## config.mk

```make
export PLATFORM = sky130hd
export DESIGN_NAME = div_seq_ctrl
export DESIGN_NICKNAME = d
export VERILOG_FILES = /design/src/rtl/div_seq_ctrl_pkg.sv /design/src/rtl/div_seq_ctrl.sv
export SDC_FILE = /design/constraint.sdc
export NUM_CORES = 1
export LEC_CHECK = 0
export ABC_AREA = 1
export CORE_MARGIN = 1
export CORE_UTILIZATION = 30
export CTS_BUF_LIST = sky130_fd_sc_hd__clkbuf_8
export DETAILED_ROUTE_END_ITERATION = 10
export MAX_ROUTING_LAYER = met4
export PLACE_DENSITY = 0.58
export REMOVE_ABC_BUFFERS = 1
export SLEW_MARGIN = 20
export SYNTH_ARGS = -nofsm -noshare
export SYNTH_HDL_FRONTEND = slang
export SYNTH_SLANG_ARGS = --single-unit
```

## constraint.sdc

```tcl
create_clock -name clk -period 5.15 [get_ports clk]
set_input_delay 0.7725 -clock clk [delete_from_list [all_inputs] [get_ports clk]]
set_output_delay 0.7725 -clock clk [all_outputs]
set_load 0.01 [all_outputs]
```

## src/rtl/div_seq_ctrl_pkg.sv

```systemverilog
`default_nettype none
// ============================================================================
// Module      : div_seq_ctrl_pkg
// Description : Shared state encodings and control constants for the divider.
// Revision    : 1.0 - initial release
// ============================================================================
package div_seq_ctrl_pkg;

  typedef enum logic [1:0] {
    DIV_FREE   = 2'b00,
    DIV_BYZERO = 2'b01,
    DIV_ON     = 2'b10,
    DIV_END    = 2'b11
  } div_state_e;

  localparam logic c_div_start    = 1'b1;
  localparam logic c_div_stop     = 1'b0;
  localparam logic c_div_ready    = 1'b1;
  localparam logic c_div_notready = 1'b0;

  // Result bus bounds as seen by EX when forwarding toward HI/LO.
  localparam int c_divbus_msb = 63;
  localparam int c_divbus_lsb = 0;

  // ALU op codes that EX decodes into start_i / signed_i.
  localparam logic [7:0] c_exe_div_op  = 8'b0001_1010;
  localparam logic [7:0] c_exe_divu_op = 8'b0001_1011;

endpackage
`default_nettype wire

```

## src/rtl/div_seq_ctrl.sv

```systemverilog
`default_nettype none
// ============================================================================
// Module      : div_seq_ctrl
// Description : Multi-cycle restoring DIV/DIVU sequencer with pipeline stall.
// Revision    : 1.0 - initial release
// ============================================================================
module div_seq_ctrl
  import div_seq_ctrl_pkg::*;
#(
  parameter int WIDTH = 32,
  parameter int CNT_W = 6
) (
  input  logic               clk,
  input  logic               rst,
  input  logic               start_i,
  input  logic               annul_i,
  input  logic               signed_i,
  input  logic [WIDTH-1:0]   opdata1_i,
  input  logic [WIDTH-1:0]   opdata2_i,
  output logic [2*WIDTH-1:0] result_o,
  output logic               ready_o,
  output logic               stallreq_o
);

  div_state_e         r_state, w_state_nxt;
  logic [CNT_W-1:0]   r_cnt, w_cnt_nxt;
  logic [2*WIDTH:0]   r_work, w_work_nxt;
  logic [WIDTH-1:0]   r_divisor, w_divisor_nxt;
  logic               r_sign_q, w_sign_q_nxt;
  logic               r_sign_r, w_sign_r_nxt;
  logic [2*WIDTH-1:0] r_result, w_result_nxt;
  logic               r_ready, w_ready_nxt;

  logic               w_op1_neg, w_op2_neg;
  logic [WIDTH-1:0]   w_op1_abs, w_op2_abs;
  logic [WIDTH:0]     w_trial;
  logic [WIDTH-1:0]   w_quot, w_rem;

  assign w_op1_neg = signed_i & opdata1_i[WIDTH-1];
  assign w_op2_neg = signed_i & opdata2_i[WIDTH-1];
  assign w_op1_abs = w_op1_neg ? (~opdata1_i + 1'b1) : opdata1_i;
  assign w_op2_abs = w_op2_neg ? (~opdata2_i + 1'b1) : opdata2_i;

  // Working register: [2W:W+1] partial remainder, low bits dividend/quotient.
  assign w_trial = r_work[2*WIDTH:WIDTH] - {1'b0, r_divisor};
  assign w_quot  = r_sign_q ? (~r_work[WIDTH-1:0] + 1'b1) : r_work[WIDTH-1:0];
  assign w_rem   = r_sign_r ? (~r_work[2*WIDTH:WIDTH+1] + 1'b1)
                            : r_work[2*WIDTH:WIDTH+1];

  always_comb begin
    w_state_nxt   = r_state;
    w_cnt_nxt     = r_cnt;
    w_work_nxt    = r_work;
    w_divisor_nxt = r_divisor;
    w_sign_q_nxt  = r_sign_q;
    w_sign_r_nxt  = r_sign_r;
    w_result_nxt  = r_result;
    w_ready_nxt   = r_ready;
    case (r_state)
      DIV_FREE: begin
        if (start_i == c_div_start && !annul_i) begin
          if (opdata2_i == '0) begin
            w_state_nxt = DIV_BYZERO;
          end else begin
            w_state_nxt   = DIV_ON;
            w_divisor_nxt = w_op2_abs;
            w_sign_q_nxt  = w_op1_neg ^ w_op2_neg;
            w_sign_r_nxt  = w_op1_neg;
            w_work_nxt    = {{WIDTH{1'b0}}, w_op1_abs, 1'b0};
            w_cnt_nxt     = '0;
          end
        end
      end
      DIV_BYZERO: begin
        w_state_nxt  = DIV_END;
        w_result_nxt = '0;
        w_ready_nxt  = c_div_ready;
      end
      DIV_ON: begin
        // Dropping start_i mid-division is treated the same as an annul.
        if (annul_i || start_i != c_div_start) begin
          w_state_nxt = DIV_FREE;
          w_ready_nxt = c_div_notready;
        end else if (r_cnt == CNT_W'(WIDTH)) begin
          w_state_nxt  = DIV_END;
          w_result_nxt = {w_rem, w_quot};
          w_ready_nxt  = c_div_ready;
        end else begin
          if (w_trial[WIDTH])
            w_work_nxt = {r_work[2*WIDTH-1:0], 1'b0};
          else
            w_work_nxt = {w_trial[WIDTH-1:0], r_work[WIDTH-1:0], 1'b1};
          w_cnt_nxt = r_cnt + CNT_W'(1);
        end
      end
      DIV_END: begin
        if (start_i != c_div_start) begin
          w_state_nxt  = DIV_FREE;
          w_ready_nxt  = c_div_notready;
          w_result_nxt = '0;
        end
      end
      default: w_state_nxt = DIV_FREE;
    endcase
  end

  always_ff @(posedge clk) begin
    if (rst) begin
      r_state   <= DIV_FREE;
      r_cnt     <= '0;
      r_work    <= '0;
      r_divisor <= '0;
      r_sign_q  <= 1'b0;
      r_sign_r  <= 1'b0;
      r_result  <= '0;
      r_ready   <= c_div_notready;
    end else begin
      r_state   <= w_state_nxt;
      r_cnt     <= w_cnt_nxt;
      r_work    <= w_work_nxt;
      r_divisor <= w_divisor_nxt;
      r_sign_q  <= w_sign_q_nxt;
      r_sign_r  <= w_sign_r_nxt;
      r_result  <= w_result_nxt;
      r_ready   <= w_ready_nxt;
    end
  end

  assign result_o   = r_result;
  assign ready_o    = r_ready;
  assign stallreq_o = !rst && (start_i == c_div_start) && !r_ready;

endmodule
`default_nettype wire
```

==> metrics <==
max cap viols 0; startpoint class of the critical path input pin; CTS Sinks 172; Die Ht 211 um; PnR worst setup slack 1670 ps; RSZ-0062 raised after global routing false; Routed Antenna Nets 0; Reg clk slew, reported paths roughly 110 ps; Area Growth Syn to Fin 16.4%; H-Tree Level Count 4; routability congestion estimate 0.968; vias in the first global route 13100; overall power 0.00425 W; Post-Route WL 45.8 mm; Setup-failing EPs final 0; Pleak around 6.9 nW; post-route cell area 15300 um^2; iteration count of the initial detailed-routing pass 8; port bufs between 100 and 150; HPWL Detailed between 30 and 40 mm; root buffer cell clkbuf_8; most frequent cells in the layout nand2_1 (628), inv_1 (306), nand3_1 (243); Fin. Hold Viols 0; PostCTS Resize Cnt 0; crit path max fanout 24; largest net degree at the start of global routing 67; Initial Util 30.5%; Yosys reg bits 172; TritonCTS buffer count 17; Remaining Overflow, GRT 0; CTS tree done; first-pass GRT wire length 71.0 mm; Post-Place Cell Area 14900 um^2; DR iter-0 viols 1019; fraction of layout instances using a drive strength above 1 5.97%; multi-input logic area roughly 8100 um^2; Storage cell area 3440 um^2; pwr dens 278 nW/um^2; placed insts 2830; wire length per cell 16.0 um; Synth Cell Area between 10000 and 15000 um^2; Final #Nets 2372; Core Region 43200 um^2; # diodes 0; Clock Skew approximately 23 ps; CP endpoint kind register; peak supply drop 0.172 mV; min cycle time layout 3480 ps; Post-route DRC 0; Arrival @ worst endpoint around 3900 ps; fin cells about 2900; total setup buffers inserted after CTS 0; post-synthesis cell count between 2000 and 2500; initial antenna violation count 0; Synth cell types between 50 and 60; later-pin clock latency in the skew report 520 ps; Tcrit/Tclk final 67.6%; Post-CTS Hold Fix Bufs 0; Yosys warnings 0; routed vias 14200; mean area per synthesized cell 6.05 um^2; sequential area share after synthesis 26.2%; commonest non-fill, non-tap cell in the layout nand2_1; clk buf depth 2; width of the die 211 um; I/O Pins about 140; kind of critical path in -> reg; GR Util All Layers 21.1%; number of fillers in the final layout 4845; outcome finished, final reports clean; Slew Limit Headroom 34.4%; Rows 76; ys flop type dfxtp_1; Final Max Tran Viols 0; pre-CTS setup slack between 1000 and 1500 ps; Worst Max-Slew Pin Slew 984 ps; Die ar. 44700 um^2; share of flip-flops with an asynchronous set or reset 0%; FMAX 287 MHz; WP data required 5580 ps; setup TNS 0 ps; Via density 4.97; hold crit path type reg -> reg; Post-synth EDFFs 0
==> cells in the mapped netlist (all sizes together), types with 2 or more instances <==
master   instances  area, um^2
nor4             9        71.3
clkbuf          35         133
nor3            31         180
xnor2           11        96.3
o22ai           23         144
a22oi            9        67.6
o21bai           7        52.6
inv            315        1190
nand4           34         213
buf             39         287
nand2          653        2550
a21oi          171         927
nor2           170         683
and2             3        18.8
dfxtp          172        3440
xor2            32         280
nand3          256        1350
nand3b          21         158
o21ai           99         503
ha              38         475
a21boi           7        52.6
o211ai           5        37.5
or2             16         100
o2111ai          2        17.5
a31oi            9        56.3
==> routing by layer <==
metal / wire (um) / share of wire (%) / track usage [%] / up-vias
met4: 1210 / 2.6 / 7.37 / 0
met2: 20800 / 45 / 33.2 / 392
li1: - / - / - / 7226
met3: 2110 / 4.6 / 2.60 / 63
met5: 0 / 0 / - / -
met1: 21700 / 47 / 27.6 / 6543
==> path summary, 6_finish.rpt <==
path	slack, ps	end	startpoint	cells past startpoint
worst min register to register	470	result_o[49]	result_o[49]	2
worst max register to register	2280	r_work[64]	r_work[32]	17
worst max-delay path	1670	r_divisor[0]	opdata2_i[0]	12
worst min-delay path	470	result_o[49]	result_o[49]	2
==> critical path, stage by stage <==
cell and delay (ps):
clkdlybuf4s50_1 450, inv_1 70, ha_1 230, nand2_1 100, nor2_1 70, nand2_1 100, nor2_1 90, nor2_1 160
nand2_2 350, nor2_1 740, inv_2 410, o21ai_0 330
==> state kept, by name, summed over array words and instances, names as in the netlist <==
name       cells
r_work        65
result_o      64
r_divisor     32
r_cnt          6
r_state        2
r_sign_q       1
r_sign_r       1
ready_o        1
==> logic make-up after synthesis <==
kind of cell | count (synthesis) | share of synthesized area [%]
and+or+nand+nor | 1194 | 40.6
buffers and inverters | 390 | 12.2
AOI/OAI and AO/OA | 337 | 14.4
DFF | 172 | 26.2
xor gates and xnor gates | 43 | 2.86
adders and majority gates | 39 | 3.76
==> where the power goes <==
part           total [W]  switching (W)  leakage, nW  internal (W)
combinational    0.00176        0.00122         5.28      0.000542
sequential       0.00147      0.0000622         1.39       0.00141
clock            0.00102       0.000597        0.213      0.000425
total            0.00425        0.00188         6.89       0.00237
==> through the flow <==
stage,hold WS (ps),util [%]
finish,470,35.5
floorplan,454,-
global placement,455,34.5
detailed placement,456,34.5
global route,483,35.5
CTS,470,35.5
==> area by class of cell <==
cell class                 count  area share [%]
clock buffer                  18            1.62
tap                          585            4.78
sequential                   172            22.5
multi-input combinational   1613            52.9
clock inverter                14            1.14
timing repair buffer         144            9.31
inverter                     316            7.77
Power figures use the tool's default switching activity.
